[config.mk]
export PLATFORM = sky130hd
export DESIGN_NAME = lspc_timer_irq_flat
export DESIGN_NICKNAME = d
export VERILOG_FILES = /design/src/rtl/lspc_pkg.sv /design/src/rtl/lspc_timer_irq_if.sv /design/src/rtl/lspc_irq_prio.sv /design/src/rtl/lspc_timer_irq.sv /design/src/flat_wrapper.sv
export SDC_FILE = /design/constraint.sdc
export NUM_CORES = 1
export LEC_CHECK = 0
export ABC_AREA = 1
export CAP_MARGIN = 0
export CORE_UTILIZATION = 40
export CTS_BUF_LIST = sky130_fd_sc_hd__clkbuf_2 sky130_fd_sc_hd__clkbuf_4 sky130_fd_sc_hd__clkbuf_8
export CTS_CLUSTER_DIAMETER = 120
export CTS_CLUSTER_SIZE = 24
export DETAILED_ROUTE_END_ITERATION = 8
export REMOVE_ABC_BUFFERS = 1
export SYNTH_ARGS = -nofsm -noshare
export SYNTH_HDL_FRONTEND = slang
export SYNTH_SLANG_ARGS = --single-unit
[constraint.sdc]
create_clock -name CLK_24M -period 3.4 [get_ports CLK_24M]
set_clock_uncertainty 0.15 [all_clocks]
set_input_delay 0.68 -clock CLK_24M [delete_from_list [all_inputs] [get_ports CLK_24M]]
set_output_delay 0.68 -clock CLK_24M [all_outputs]
set_load 0.02 [all_outputs]
[src/rtl/lspc_pkg.sv]
// Shared constants for the LSPC timer/IRQ block: register word addresses,
// mode-register bit positions and the IPL "nothing pending" code.
package lspc_pkg;

   localparam logic [2:0] ADDR_MODE       = 3'd3;
   localparam logic [2:0] ADDR_RELOAD_MSB = 3'd4;
   localparam logic [2:0] ADDR_RELOAD_LSB = 3'd5;
   localparam logic [2:0] ADDR_IRQ_ACK    = 3'd6;
   localparam logic [2:0] ADDR_STOP       = 3'd7;

   // TMODE bits (after extraction from the mode register)
   localparam int TMODE_LSB_LOAD    = 0;
   localparam int TMODE_VBL_LOAD    = 1;
   localparam int TMODE_AUTO_RELOAD = 2;

   // Position of fields inside the mode register write data
   localparam int MODE_TIRQ_EN_BIT = 4;
   localparam int MODE_TMODE_LSB   = 5;

   // Pending slot owned by the timer
   localparam int TIMER_IRQ_IDX = 1;

   localparam logic [2:0] IPL_NONE = 3'b111;

   typedef logic [2:0] tmode_t;

   // Active-low IPL level for pending source idx (level = idx + 1)
   function automatic logic [2:0] ipl_code(input int idx);
      return ~3'(idx + 1);
   endfunction

endpackage

[src/rtl/lspc_timer_irq_if.sv]
// CPU register write port of the LSPC timer/IRQ block.
interface lspc_timer_irq_if;
   logic        WR_EN;
   logic [2:0]  WR_ADDR;
   logic [15:0] WR_DATA;

   modport master (output WR_EN, WR_ADDR, WR_DATA);
   modport slave  (input  WR_EN, WR_ADDR, WR_DATA);
endinterface

[src/rtl/lspc_irq_prio.sv]
// Priority encoder: highest pending index wins, reported as active-low IPL.
module lspc_irq_prio
   import lspc_pkg::*;
#(
   parameter int NUM_IRQ = 3
) (
   input  logic [NUM_IRQ-1:0] pend,
   output logic [2:0]         ipl_n
);

   // Scan upward so the last (highest) pending index overrides lower ones
   always_comb begin
      ipl_n = IPL_NONE;
      for (int k = 0; k < NUM_IRQ; k++) begin
         if (pend[k]) ipl_n = ipl_code(k);
      end
   end

endmodule

[src/rtl/lspc_timer_irq.sv]
// LSPC raster timer and interrupt controller.
// Down-counting timer clocked by the pixel tick during vblank lines, with
// reload/one-shot modes, CPU and vblank loads, and a small pending/ack IRQ
// block feeding an IPL priority encoder.
// Optional build macro: LSPC_TIMER_PALSTOP_EN -- adds the STOP register that
// freezes the timer on the PAL border lines (VIDEO_MODE=1 only).
module lspc_timer_irq
   import lspc_pkg::*;
#(
   parameter int TIMER_W    = 32,
   parameter int NUM_IRQ    = 3,
   parameter int VIDEO_MODE = 0
) (
   input  logic                CLK_24M,
   input  logic                nRESET,
   input  logic                PIXEL_EN,
   input  logic [8:0]          VCOUNT,
   input  logic                VBL_START,
   lspc_timer_irq_if.slave     bus,
   input  logic [NUM_IRQ-1:0]  IRQ_SRC,
   output logic [NUM_IRQ-1:0]  IRQ_PEND,
   output logic [2:0]          IPL_N,
   output logic [TIMER_W-1:0]  TIMER_VAL
);

   localparam logic [TIMER_W-1:0] T_ONE      = TIMER_W'(1);
   localparam logic [NUM_IRQ-1:0] PEND_RESET = {1'b1, {(NUM_IRQ-1){1'b0}}};

   logic [TIMER_W-1:0] timer_q, timer_d, reload_q;
   tmode_t             tmode_q;
   logic               tirq_en_q;
   logic [NUM_IRQ-1:0] pend_q, pend_d, src_mask, ack_mask;
   logic               wr_mode, wr_msb, wr_lsb, wr_ack, wr_stop;
   logic               pal_stop, border_line, run, tick, fire;
   logic               lsb_load, vbl_load;
   logic               unused_vcount_lo;

   assign wr_mode = bus.WR_EN && (bus.WR_ADDR == ADDR_MODE);
   assign wr_msb  = bus.WR_EN && (bus.WR_ADDR == ADDR_RELOAD_MSB);
   assign wr_lsb  = bus.WR_EN && (bus.WR_ADDR == ADDR_RELOAD_LSB);
   assign wr_ack  = bus.WR_EN && (bus.WR_ADDR == ADDR_IRQ_ACK);
   assign wr_stop = bus.WR_EN && (bus.WR_ADDR == ADDR_STOP);

`ifdef LSPC_TIMER_PALSTOP_EN
   logic stop_q;

   // STOP register, only meaningful on PAL builds
   always_ff @(posedge CLK_24M or negedge nRESET) begin
      if (!nRESET)      stop_q <= 1'b0;
      else if (wr_stop) stop_q <= bus.WR_DATA[0];
   end

   assign pal_stop = (VIDEO_MODE == 1) && stop_q;
`else
   logic unused_stop;

   assign pal_stop    = 1'b0;
   assign unused_stop = wr_stop ^ (VIDEO_MODE == 1);
`endif

   // PAL border lines are the first and last 16 lines of the vblank half
   assign border_line      = (VCOUNT[7:4] == 4'h0) || (VCOUNT[7:4] == 4'hF);
   assign run              = VCOUNT[8] && !(pal_stop && border_line);
   assign tick             = PIXEL_EN && run;
   assign unused_vcount_lo = ^VCOUNT[3:0];

   assign lsb_load = wr_lsb && tmode_q[TMODE_LSB_LOAD];
   assign vbl_load = VBL_START && tmode_q[TMODE_VBL_LOAD];

   // Next timer value: a CPU LSB load beats a vblank load, and either load
   // replaces the tick entirely (including its interrupt)
   always_comb begin
      timer_d = timer_q;
      fire    = 1'b0;
      if (lsb_load) begin
         timer_d = {reload_q[TIMER_W-1:16], bus.WR_DATA};
      end else if (vbl_load) begin
         timer_d = reload_q;
      end else if (tick) begin
         if (timer_q > T_ONE) begin
            timer_d = timer_q - T_ONE;
         end else if (timer_q == T_ONE) begin
            timer_d = '0;
            fire    = tirq_en_q;
         end else if (tmode_q[TMODE_AUTO_RELOAD]) begin
            timer_d = reload_q;
         end
      end
   end

   // Pending flags: new events set, acks clear, set wins on collision
   always_comb begin
      src_mask                = IRQ_SRC;
      src_mask[TIMER_IRQ_IDX] = fire;
      ack_mask                = wr_ack ? bus.WR_DATA[NUM_IRQ-1:0] : '0;
      pend_d                  = (pend_q & ~ack_mask) | src_mask;
   end

   // Timer, pending and configuration registers
   always_ff @(posedge CLK_24M or negedge nRESET) begin
      if (!nRESET) begin
         timer_q   <= '0;
         reload_q  <= '0;
         tmode_q   <= '0;
         tirq_en_q <= 1'b0;
         pend_q    <= PEND_RESET;
      end else begin
         timer_q <= timer_d;
         pend_q  <= pend_d;
         if (wr_mode) begin
            tmode_q   <= bus.WR_DATA[MODE_TMODE_LSB +: 3];
            tirq_en_q <= bus.WR_DATA[MODE_TIRQ_EN_BIT];
         end
         if (wr_msb) reload_q[TIMER_W-1:16] <= bus.WR_DATA[TIMER_W-17:0];
         if (wr_lsb) reload_q[15:0]         <= bus.WR_DATA;
      end
   end

   lspc_irq_prio #(.NUM_IRQ(NUM_IRQ)) u_prio (
      .pend  (pend_q),
      .ipl_n (IPL_N)
   );

   assign IRQ_PEND  = pend_q;
   assign TIMER_VAL = timer_q;

endmodule

[src/flat_wrapper.sv]
// flat-port wrapper written by rule: the top's interface ports become plain ports
module lspc_timer_irq_flat import lspc_pkg::*;
#(
   parameter int TIMER_W    = 32,
   parameter int NUM_IRQ    = 3,
   parameter int VIDEO_MODE = 0
)
  (CLK_24M, nRESET, PIXEL_EN, VCOUNT, VBL_START, IRQ_SRC, IRQ_PEND, IPL_N, TIMER_VAL, bus_WR_EN, bus_WR_ADDR, bus_WR_DATA);
  lspc_timer_irq_if bus_i ();
  input  logic CLK_24M;
  input  logic nRESET;
  input  logic PIXEL_EN;
  input  logic [8:0] VCOUNT;
  input  logic VBL_START;
  input  logic [NUM_IRQ-1:0] IRQ_SRC;
  output logic [NUM_IRQ-1:0] IRQ_PEND;
  output logic [2:0] IPL_N;
  output logic [TIMER_W-1:0] TIMER_VAL;
  input wire logic [$bits(bus_i.WR_EN)-1:0] bus_WR_EN;
  input wire logic [$bits(bus_i.WR_ADDR)-1:0] bus_WR_ADDR;
  input wire logic [$bits(bus_i.WR_DATA)-1:0] bus_WR_DATA;
  assign bus_i.WR_EN = bus_WR_EN;
  assign bus_i.WR_ADDR = bus_WR_ADDR;
  assign bus_i.WR_DATA = bus_WR_DATA;
  lspc_timer_irq #(.TIMER_W(TIMER_W), .NUM_IRQ(NUM_IRQ), .VIDEO_MODE(VIDEO_MODE)) u_core (.CLK_24M(CLK_24M), .nRESET(nRESET), .PIXEL_EN(PIXEL_EN), .VCOUNT(VCOUNT), .VBL_START(VBL_START), .bus(bus_i), .IRQ_SRC(IRQ_SRC), .IRQ_PEND(IRQ_PEND), .IPL_N(IPL_N), .TIMER_VAL(TIMER_VAL));
endmodule
## Word-level counts from Yosys, hierarchy flattened

Index checks and enable logic that the tools add are counted.

| word-level totals | value |
|---|---|
| bits of input ports | 36 |
| flip-flop bits (word level) | 71 |
| output and inout bits | 38 |

| operators by class | value |
|---|---|
| $add $sub $neg | 1 |
| reduce and logical (&&, ||, !) cells | 10 |
| multiplexer cells | 15 |
| equality and inequality tests | 5 |
| order comparisons | 1 |
| bitwise gates (word level) | 3 |

Operators by type and width:

| cell | number |
|---|---|
| 2-to-1 mux 32 bit | 6 |
| equality test 32 x 1 -> 1 bit, second input constant | 1 |
| > comparator 32 x 1 -> 1 bit, second input constant | 1 |
| subtractor 32 x 1 -> 32 bit, second input constant | 1 |
| equality test 3 bit, second input constant | 3 |
| 2-to-1 mux 3 bit | 3 |
| logical AND 1 bit | 7 |
| 2-to-1 mux 1 bit | 6 |
| nonzero test 5 bit | 1 |
| AND 3 bit | 1 |
| equality test 3 x 2 -> 1 bit, second input constant | 1 |
| NOT 3 bit | 1 |
| bitwise OR 3 bit | 1 |
| nonzero test 3 bit | 1 |
| AND reduction 2 bit | 1 |

## Longest topological paths before layout

Gate-level depths: netlist (run 1).

| logic depth | value |
|---|---|
| word-level depth | 7 |
| depth in mapped cells | 13 |
| depth with buffers taken out | 12 |

## By module

From an unflattened synthesis (run 1), not the netlist that was laid out.

| unflattened totals | value |
|---|---|
| cells, all modules | 654 |
| area, all modules | 4,516.8 um2 |

Modules (own cells, without submodules):

| module | area each (um2) | sequential area each (um2) | cells an instance | times used |
|---|---|---|---|---|
| lspc_timer_irq | 4,489.3 | 1,778.0 | 649 | 1 |
| lspc_irq_prio | 27.5 | 0.0 | 5 | 1 |

## Worst setup path after synthesis (run 1)

No wires, ideal clock.

| timing path | value |
|---|---|
| kind | register -> register |
| start point | register u_core.timer_q[0] (netlist: u_core.TIMER_VAL[0]) |
| end point | register u_core.timer_q[16] (netlist: u_core.TIMER_VAL[16]) |
| data arrival time | 1,831 ps |
| library setup time | 117 ps |
| buffers on the path | 1 |
| data required time | 3,133 ps |
| setup slack | 1,302 ps |
| stages on the path, launching flop included | 13 |
| path through | dfrtp_1 -> inv_1 -> ha_1 -> nand2_2 -> nor2_8 -> nand2_4 -> nor2_4 -> nand3_2 -> nand2_4 -> nand2_4 -> buf_2 -> nand2_1 -> nand2_1 |

| on the way | value |
|---|---|
| cells in the longest elaborated chain, start to end | 6 |

Ends and longest elaborated chain:

| what | line | text |
|---|---|---|
| from (decl) | lspc_timer_irq.sv:29 | `logic [TIMER_W-1:0] timer_q, timer_d, reload_q;` |
| from (signal assigned) | lspc_timer_irq.sv:108 | `timer_q <= timer_d;` |
| branches (longest 6 deep; another with subtractor 32 x 1 -> 32 bit) | n/a |  |

Parallel ways; which one is timed is not known. The select of a mux whose other input is x is not followed.
A chain may end at the register's enable or synchronous reset.

## Worst setup path after layout (run 1)

| timing path | value |
|---|---|
| start point | input port bus_WR_ADDR[1] |
| end point | register u_core.timer_q[27] (netlist: u_core.TIMER_VAL[27]) |

| on the way | value |
|---|---|
| cells in the longest elaborated chain, start to end | 5 |

Ends and longest elaborated chain:

| what | line | text |
|---|---|---|
| from (decl) | flat_wrapper.sv:20 | `input wire logic [$bits(bus_i.WR_ADDR)-1:0] bus_WR_ADDR;` |
| equality test 3 bit (*) | lspc_timer_irq.sv:40 | `assign wr_lsb = bus.WR_EN && (bus.WR_ADDR == ADDR_RELOAD_LSB);` |
| logical AND 1 bit (*) | lspc_timer_irq.sv:40 |  |
| logical AND 1 bit (*) | lspc_timer_irq.sv:67 | `assign lsb_load = wr_lsb && tmode_q[TMODE_LSB_LOAD];` |
| nonzero test 5 bit (no source line) or nonzero test 3 bit (tied branches) | n/a |  |
| AND reduction 2 bit (no source line) | n/a |  |

Every way passes the cells marked *; elsewhere a longest branch is shown, timed or not.

==> qor.yml, run 1 <==
outcome:
  status: "finished clean"
power:
  power_frac_seq: 0.343
  p_int_mw: 2.227
  swShare: 0.4692
  p_leak_nw: 2.665
  p_clk_frac: 0.148
  power.total_mw: 4.195
  pwr-share-comb: 0.509
  cellPowerDensity_nw_per_um2: 812.2
  ir_drop_uv: 327.3
  switchingPower_mw: 1.968
clocking:
  h-tree-depth: 3
  post-cts-setup-buffer-count: 0
  hold_buffers: 0
  clock_path_buffers: 2
  insertion_delay_ns: 0.35
  cts.sinks: 71
  cts_root_buffer: "clkbuf_8"
  clkTransAtPathRegs_ns: 0.08
  cts_tree: "done"
  post_cts_resized: 0
  cts-buffers-inserted: 9
floorplanning:
  die_x_um: 105.4
  ioPinCount: 74
  core_sq_um: 10320
  die_area_sq_um: 11110
  rows: 37
  die_y_um: 105.4
  start_util: 0.4144
synth:
  synthCells: 626
  syn_area_per_cell_sq_um: 6.834
  yosys.area.top_type: "dfrtp_1"
  yosys-top-cells-area: "dfrtp_1, nand2_1, nor2_1"
  syn_area_sq_um: 4278
  ys_warn_count: 0
  yosysSeqAreaShare: 0.4156
  synth_seq_cells: 71
  synth_top_area_share: 0.4095
  synth.distinct_cells: 31
detailed_routing:
  top_layer: "met4"
  firstDrtPassIters: 5
  ant_nets: 0
  wl_met1_um: 5673
  wl_met3_um: 602
  drc_errors: 0
  vias_per_cell: 4.896
  drtIter0Drc: 206
  wl_met2_um: 5503
  via_count: 4049
  detail_route.wl_per_cell_um: 14.48
  drt_wl_total_um: 11980
critical_path:
  startpoint: "bus_WR_ADDR[1]"
  end_kind: "flop"
  required_ns: 3.53
  cp_max_fo: 25
  worstPathArrival_ns: 2.78
  start_kind: "input pin"
  r2r-start: "u_core.TIMER_VAL[0]$_DFFE_PN0P_"
  worst-setup-path-type: "in2reg"
layout:
  fillers: 1042
  layout_commonest_cell: "nand2_1"
  post-route-util: 0.5003
  multi_input_area_sq_um: 2157
  nets: 724
  most-common-layout-cells: "nand2_1, dfrtp_1, nor2_1"
  n_antenna_cell: 0
  drive_gt1_frac: 0.06368
  areaGrowthSynthToFinish_pct: 20.74
  regArea_sq_um: 1778
sta:
  final-hold-violation-count: 0
  worst_pin_slew_ns: 1.070
  tns_ns: 0
  setup_viol: 0
  fmax_mhz: 377.5
  period_share: 0.7790
  slew_headroom: 0.2857
  layout_min_cycle_time_ns: 2.649
  drv_slew: 0
  rsz0062_at_grt: "no"
place:
  post-dp-hpwl_um: 8521
  io_buffers: 63
  place_congestion: 0.9091
global_route:
  grt_max_degree: 72
  antenna_found_initial: 0
  grt_pass1_wl_um: 19820
  grt_pass1_vias: 3927
  grt_usage: 0.2287
  overflow: 0
flow_run:
  cap_violations: 0
worst_hold_path:
  hold_path_class: "reg2reg"
  min-delay-start: "u_core.reload_q[4]$_DFFE_PN0P_"
worst max-delay path: stages:
cell,delay (ns)
clkdlybuf4s50_1,0.51
nor3_1,0.08
nand2_1,0.17
nand2_1,0.13
nor2_2,0.84
nand3_1,0.15
nand2_1,0.10
nand2_1,0.05
nand2_1,0.06
kinds of logic (layout without fill, tap and decap cells):
group                    Yosys count  in the layout  share of synthesized area
buffers and inverters             77            142                    0.08014
AO/OA/AOI/OAI                     60             60                    0.07224
adder cells (fa/ha/maj)            2              2                   0.005849
other                              1              1                  0.0008766
XOR/XNOR                          22             22                    0.04504
flip-flops                        71             71                     0.4156
AND/OR/NAND/NOR                  393            393                     0.3802
area by class of cell:
class / count / share of cell area
multi-input cells: 478 / 0.4176
flip-flops and latches: 71 / 0.3442
repair buffers: 68 / 0.1284
inverters: 58 / 0.04312
well taps: 136 / 0.03295
clock buffers: 10 / 0.02665
clock inverters: 6 / 0.007025
path summary, 6_finish.rpt:
| path | slack, ns | cells past startpoint | to |
|---|---|---|---|
| max in group asynchronous | 2.08 | 2 | u_core.reload_q[16]$_DFFE_PN0P_ |
| worst min-delay path | 0.34 | 2 | u_core.reload_q[4]$_DFFE_PN0P_ |
| min in group asynchronous | 0.40 | 2 | u_core.reload_q[12]$_DFFE_PN0P_ |
| worst max register to register | 0.81 | 11 | u_core.TIMER_VAL[27]$_DFFE_PN0P_ |
| worst min register to register | 0.34 | 2 | u_core.reload_q[4]$_DFFE_PN0P_ |
| worst max-delay path | 0.75 | 9 | u_core.TIMER_VAL[27]$_DFFE_PN0P_ |
state kept, by name (all words and copies together) (netlist names):
name / flops
u_core.tmode_q: 3
u_core.reload_q: 32
u_core.TIMER_VAL: 32
u_core.IRQ_PEND: 3
u_core.tirq_en_q: 1
synth_stat cells:
library cell,count
a21oi_1,7
a21oi_2,1
buf_2,3
buf_4,2
buf_6,5
clkbuf_1,9
clkinv_4,1
conb_1,1
dfrtp_1,70
dfstp_2,1
ha_1,2
inv_1,56
inv_2,1
nand2_1,264
nand2_2,6
nand2_4,3
nand3_1,37
nand3_2,1
nand3b_1,1
nand4_1,4
nor2_1,66
nor2_2,3
nor2_4,2
nor2_8,1
nor3_1,3
o21ai_0,42
o21ai_1,8
o21bai_1,2
or2_2,2
xnor2_1,8
xor2_1,14
power by group through the flow:
stage / logic [mW] / clock network, mW / registers (mW)
floorplan: 1.23 / 0 / 1.55
global placement: 2.11 / 0 / 1.45
detailed placement: 2.13 / 0 / 1.45
CTS: 2.14 / 0.639 / 1.44
global route: 2.40 / 0.672 / 1.48
finish: 2.14 / 0.620 / 1.44
layer usage:
layer | vias to the layer above | global-route usage
met5 | - | 0
met4 | 0 | 0.07445
met3 | 16 | 0.04143
met2 | 114 | 0.3698
met1 | 1863 | 0.3090
li1 | 2056 | -
stage by stage:
step | hold WS, ns | setup slack, ns | std cells | instance area (sq um)
floorplan | 0.2344 | 0.9774 | 607 | 4158
global placement | 0.3194 | 0.4034 | 811 | 4991
detailed placement | 0.3258 | 0.4019 | 811 | 4991
CTS | 0.3446 | 0.7659 | 827 | 5165
global route | 0.3631 | 0.4680 | 827 | 5165
finish | 0.3420 | 0.7513 | 827 | 5165
Power figures use the tool's default switching activity.
==> inputs of run 2 (changes only) <==
- clock period: 3.4 -> 2.6 ns (I/O delays scaled with it)
==> run 2 against run 1 <==
Against the previous run:
- wire length fell by 1.8%
- power increased by 34%
- critical path type is now reg2reg
- largest power group unchanged
- flip-flop and latch count is the same
- combinational power increased by 39%
- first-iteration DRC count increased by 4.4%
==> qor.yml, run 2 (synthesis gave the netlist of run 1 again) <==
sta:
  drv_slew: 0  # unchanged
  rsz0062_at_grt: "no"
  setup_viol: 0  # unchanged
  worst_pin_slew_ns: 0.5920  # -0.4784 ns
  tns_ns: 0  # unchanged
  setup_slack_ns: 0.3197  # -0.4316 ns
  layout_min_cycle_time_ns: 2.280
  final-hold-violation-count: 0  # unchanged
  period_share: 0.8770
  whs_ns: 0.04012  # -0.3018 ns
  slew_headroom: 0.6044  # +0.3188
  fmax_mhz: 438.5
floorplanning:
  die_y_um: 105.4  # unchanged
  die_area_sq_um: 11110  # unchanged
  start_util: 0.4144  # unchanged
  ioPinCount: 74  # unchanged
  core_sq_um: 10320  # unchanged
  rows: 37  # unchanged
  die_x_um: 105.4  # unchanged
detailed_routing:
  ant_nets: 0  # unchanged
  drtIter0Drc: 215  # +4.4%
  vias_per_cell: 4.859  # -0.76%
  drc_errors: 0  # unchanged
  detail_route.wl_per_cell_um: 13.96  # -3.6%
  firstDrtPassIters: 5  # unchanged
  drt_wl_total_um: 11760  # -1.8%
  via_count: 4091  # +1.0%
critical_path:
  reg2reg_slack_ns: 0.32  # -0.49 ns
  path_delay_family: "simple AND/OR/NAND/NOR gates"
  path_common_cell: "nand2_4"
  cpPeakStageDelay_ns: 0.42  # -0.42 ns
  start_kind: "flop"
  crit_end: "u_core.TIMER_VAL[21]$_DFFE_PN0P_"
  end_kind: "flop"
  rr_worst_depth: 12  # +1
  path_cells: "inv_1 -> ha_1 -> nand2_2 -> nor2_8 -> nand2_4 -> nor2_4 -> nand3_2 -> nand2_4 -> nand2_4 -> buf_4 -> nand2_1 -> o21ai_1"
  worstPathArrival_ns: 2.37  # -0.41 ns
  worst-setup-path-type: "reg2reg"
  r2r-start: "u_core.TIMER_VAL[0]$_DFFE_PN0P_"
  cp_num_buf_inv: 2  # +1
  startpoint: "u_core.TIMER_VAL[0]$_DFFE_PN0P_"
  crit_slowest_cell: "dfrtp_1"
  cp_max_fo: 15  # -40%
  required_ns: 2.69  # -0.84 ns
  timing.rr.end: "u_core.TIMER_VAL[21]$_DFFE_PN0P_"
  cp.depth: 12  # +3
layout:
  nets: 739  # +2.1%
  most-common-layout-cells: "nand2_1, dfrtp_1, nor2_1"
  n_antenna_cell: 0  # unchanged
  final_cells: 842  # +1.8%
  multi_input_area_sq_um: 2162  # +0.23%
  regArea_sq_um: 1778  # unchanged
  areaGrowthSynthToFinish_pct: 24.57
  fillers: 1043  # +0.096%
  drive_gt1_frac: 0.08357  # +0.01989
  layout_commonest_cell: "nand2_1"
place:
  io_buffers: 63  # unchanged
  place_congestion: 0.8697  # -4.3%
  post-place-ws_ns: -0.1240  # -0.5259 ns
  post-dp-hpwl_um: 8750  # +2.7%
  post-place-cells: 826  # +1.8%
clocking:
  insertion_delay_ns: 0.35  # about the same
  post-cts-setup-buffer-count: 0  # unchanged
  cts_tree: "done"
  h-tree-depth: 3  # unchanged
  cts_root_buffer: "clkbuf_8"
  hold_buffers: 0  # unchanged
  post_cts_resized: 0  # unchanged
  clkTransAtPathRegs_ns: 0.07  # about the same
  cts.sinks: 71  # unchanged
  clock_path_buffers: 2  # unchanged
  cts-buffers-inserted: 9  # unchanged
global_route:
  grt_usage: 0.2269  # -0.001792
  overflow: 0  # unchanged
  grt_pass1_vias: 3919  # -0.20%
  grt_pass1_wl_um: 19410  # -2.1%
  grt_max_degree: 72  # unchanged
  antenna_found_initial: 0  # unchanged
worst_hold_path:
  hold_path_class: "in2async"
flow_run:
  cap_violations: 0  # unchanged
power:
  ir_drop_uv: 357.8  # +9.3%
  power.total_mw: 5.634  # +34%
  p_leak_nw: 2.766  # +3.8%
  cellPowerDensity_nw_per_um2: 1057  # +30%
outcome:
  status: "finished clean"
## run 2: cell count changes in the layout (fill, tap and decap cells not counted), sizes merged
cell	before	now
buf	6	21
clkbuf	10	16
clkinv	6	1
clkinvlp	1	0
## run 2: cell type report
| class | count | share of cell area |
|---|---|---|
| Multi-Input combinational cell | 478 | 0.4057 |
| Sequential cell | 71 | 0.3336 |
| Timing Repair Buffer | 83 | 0.1503 |
| Inverter | 58 | 0.04179 |
| Clock buffer | 16 | 0.03663 |
| Tap cell | 136 | 0.03193 |
## run 2: power breakdown
group / switching, mW / internal [mW] / leakage [nW]
Combinational: 1.77 / 1.20 / 1.76
Sequential: 0.360 / 1.44 / 0.904
Clock: 0.393 / 0.469 / 0.105
Total: 2.53 / 3.11 / 2.77
## run 2: worst min path at each step
stage / from / endpoint / slack [ns]
finish: nRESET / u_core.reload_q[12]$_DFFE_PN0P_ / 0.04
floorplan: nRESET / u_core.IRQ_PEND[0]$_DFF_PN0_ / 0.07
detailed placement: u_core.reload_q[5]$_DFFE_PN0P_ / u_core.reload_q[5]$_DFFE_PN0P_ / 0.32
global route: nRESET / u_core.TIMER_VAL[10]$_DFFE_PN0P_ / 0.07
global placement: u_core.reload_q[7]$_DFFE_PN0P_ / u_core.reload_q[7]$_DFFE_PN0P_ / 0.32
CTS: nRESET / u_core.reload_q[12]$_DFFE_PN0P_ / 0.05
## run 2: worst reg2reg max path, cell delays in order, from the launching register on
cell and delay, ns:
dfrtp_1 0.42, inv_1 0.11, ha_1 0.26, nand2_2 0.15, nor2_8 0.19, nand2_4 0.08
nor2_4 0.14, nand3_2 0.10, nand2_4 0.13, nand2_4 0.09, buf_4 0.20, nand2_1 0.09
o21ai_1 0.06
## run 2: stage by stage
step                      instance area [sq um]    util
after floorplan                            4158       -
after global placement                     5129  0.4968
after detailed placement                   5129  0.4968
after CTS                                  5324  0.5157
after global routing                       5329  0.5162
final                                      5329  0.5162
## run 2: per-layer routing
metal	global-route usage	wire length, um	up-vias	share of wire
met3	0.04267	553	12	0.047
met2	0.3745	5515	97	0.47
met4	0.06841	114	0	0.0097
met5	0	0	-	0
li1	-	-	2086	-
met1	0.3016	5572	1896	0.47
==> inputs of run 3 (changes only) <==
- CTS_CLUSTER_DIAMETER: 120 -> 60
- MAX_ROUTING_LAYER: not set -> met4
==> run 3 against run 2 <==
Against the previous run:
- wire length rose by 2.4%
- combinational power barely moved
- clock-buffer cell count fell by 2
- non-clock buffer count fell by 1
- sequential share of layout area rose by 0.16 points
- sequential power barely moved
- clock power fell by 3.1%
- power fell by 0.13%
- flip-flop and latch count did not move
- setup slack improved by 0.011 ns
==> qor.yml, run 3 (synthesis gave the netlist of run 1 again) <==
sta:
  setup_viol: 0  # unchanged
  layout_min_cycle_time_ns: 2.270  # -0.01079 ns
  tns_ns: 0  # unchanged
  worst_pin_slew_ns: 0.5885  # -0.003448 ns
  rsz0062_at_grt: "no"
  period_share: 0.8729  # -0.004150
  whs_ns: 0.01779  # -0.02233 ns
  setup_slack_ns: 0.3305  # +0.01079 ns
  fmax_mhz: 440.6  # +0.48%
  slew_headroom: 0.6067  # +0.002304
  final-hold-violation-count: 0  # unchanged
  drv_slew: 0  # unchanged
clocking:
  cts_tree: "done"
  insertion_delay_ns: 0.36  # about the same
  clock_path_buffers: 2  # unchanged
  clkTransAtPathRegs_ns: 0.08  # about the same
  cts_root_buffer: "clkbuf_8"
  hold_buffers: 0  # unchanged
  post-cts-setup-buffer-count: 0  # unchanged
  h-tree-depth: 3  # unchanged
  cts-buffers-inserted: 9  # unchanged
  cts.sinks: 71  # unchanged
critical_path:
  worstPathArrival_ns: 2.36  # about the same
  required_ns: 2.69  # about the same
  worst-setup-path-type: "reg2reg"
  end_kind: "flop"
  cp_max_fo: 15  # unchanged
  start_kind: "flop"
  rr_worst_depth: 12  # unchanged
place:
  dpl_cell_area_sq_um: 5121  # -0.15%
  post-place-ws_ns: -0.1453  # -0.02135 ns
  post-dp-hpwl_um: 8836  # +0.99%
  io_buffers: 63  # unchanged
  place_congestion: 0.8533  # -1.9%
global_route:
  met2_usage: 0.3698  # -0.004699
  grt_busiest_layer: "met2"
  grt_usage: 0.2391  # +0.01224
  grt_util_met1: 0.3142  # +0.01257
  grt_pass1_vias: 3981  # +1.6%
  antenna_found_initial: 0  # unchanged
  grt_pass1_wl_um: 19770  # +1.8%
  overflow: 0  # unchanged
  grt_max_degree: 72  # unchanged
  grtUsageMet3: 0.03030  # -0.01237
layout:
  most-common-layout-cells: "nand2_1, dfrtp_1, nor2_1"
  drive_gt1_frac: 0.08227  # -0.001300
  layout_commonest_cell: "nand2_1"
  design_area_sq_um: 5304  # -0.47%
  n_antenna_cell: 0  # unchanged
  nets: 738  # -0.14%
  areaGrowthSynthToFinish_pct: 23.98
power:
  cellPowerDensity_nw_per_um2: 1061  # +0.34%
  ir_drop_uv: 428.5  # +20%
  p_leak_nw: 2.754  # -0.42%
floorplanning:
  die_y_um: 105.4  # unchanged
  die_area_sq_um: 11110  # unchanged
  ioPinCount: 74  # unchanged
  rows: 37  # unchanged
  start_util: 0.4144  # unchanged
  die_x_um: 105.4  # unchanged
  core_sq_um: 10320  # unchanged
detailed_routing:
  drtIter0Drc: 270  # +26%
  detail_route.wl_per_cell_um: 14.31  # +2.5%
  firstDrtPassIters: 5  # unchanged
  drc_errors: 0  # unchanged
  drt_wl_total_um: 12040  # +2.4%
  via_count: 4122  # +0.76%
  ant_nets: 0  # unchanged
  vias_per_cell: 4.901  # +0.88%
flow_run:
  cap_violations: 0  # unchanged
outcome:
  status: "finished clean"
worst_hold_path:
  hold_path_class: "in2async"
run 3: cell count changes in the layout (fill, tap and decap cells not counted):
| cell | previous run | this run |
|---|---|---|
| clkinv_2 | 0 | 2 |
| buf_4 | 18 | 17 |
| clkbuf_8 | 12 | 10 |
run 3: path summary, 6_finish.rpt:
path / to / slack [ns] / from
setup / recovery: u_core.TIMER_VAL[21]$_DFFE_PN0P_ / 0.33 / u_core.TIMER_VAL[0]$_DFFE_PN0P_
min in group CLK_24M: u_core.reload_q[10]$_DFFE_PN0P_ / 0.34 / u_core.reload_q[10]$_DFFE_PN0P_
max in group asynchronous: u_core.IRQ_PEND[2]$_DFF_PN1_ / 1.90 / nRESET
hold reg to reg: u_core.reload_q[10]$_DFFE_PN0P_ / 0.34 / u_core.reload_q[10]$_DFFE_PN0P_
hold / removal: u_core.TIMER_VAL[27]$_DFFE_PN0P_ / 0.02 / nRESET
setup reg to reg: u_core.TIMER_VAL[21]$_DFFE_PN0P_ / 0.33 / u_core.TIMER_VAL[0]$_DFFE_PN0P_
run 3: through the flow:
stage | util | std cells | power [mW]
6_report | 0.5138 | 841 | 5.626
5_1_grt | 0.5138 | 841 | 6.091
4_1_cts | 0.5138 | 841 | 5.651
3_5_place_dp | 0.4961 | 825 | 4.798
3_3_place_gp | 0.4961 | 825 | 4.755
2_1_floorplan | - | 607 | 3.636
run 3: layer usage:
metal	routed length [um]	vias up
met5	0	-
met2	5495	127
met3	508	19
met1	5764	1894
li1	-	2082
met4	269	0
run 3: layout make-up:
type | instances | area, sq um
clock buffers | 14 | 167.7
clock inverters | 2 | 10.01
fillers | 1046 | 5020
inverters | 58 | 222.7
multi-input cells | 478 | 2162
flip-flops and latches | 71 | 1778
well taps | 136 | 170.2
repair buffers | 82 | 793.3
run 3: worst max-delay path, cell delays in order, from the launching register on:
cell     delay [ns]
dfrtp_1        0.42
inv_1          0.11
ha_1           0.26
nand2_2        0.15
nor2_8         0.19
nand2_4        0.08
nor2_4         0.14
nand3_2        0.09
nand2_4        0.13
nand2_4        0.09
buf_4          0.21
nand2_1        0.08
o21ai_1        0.06
run 3: report_power, final:
part           internal, mW  total (mW)  switching, mW
combinational          1.19        2.98           1.79
sequential             1.43        1.81          0.376
clock                 0.413       0.835          0.422
total                  3.04        5.63           2.58
run 3: timing repair:
action / 4_1_cts / 5_1_grt
endpoints found under the hold margin: 0 / 0
setup endpoints to repair: 1 / 0
resized for setup: 1 / 0
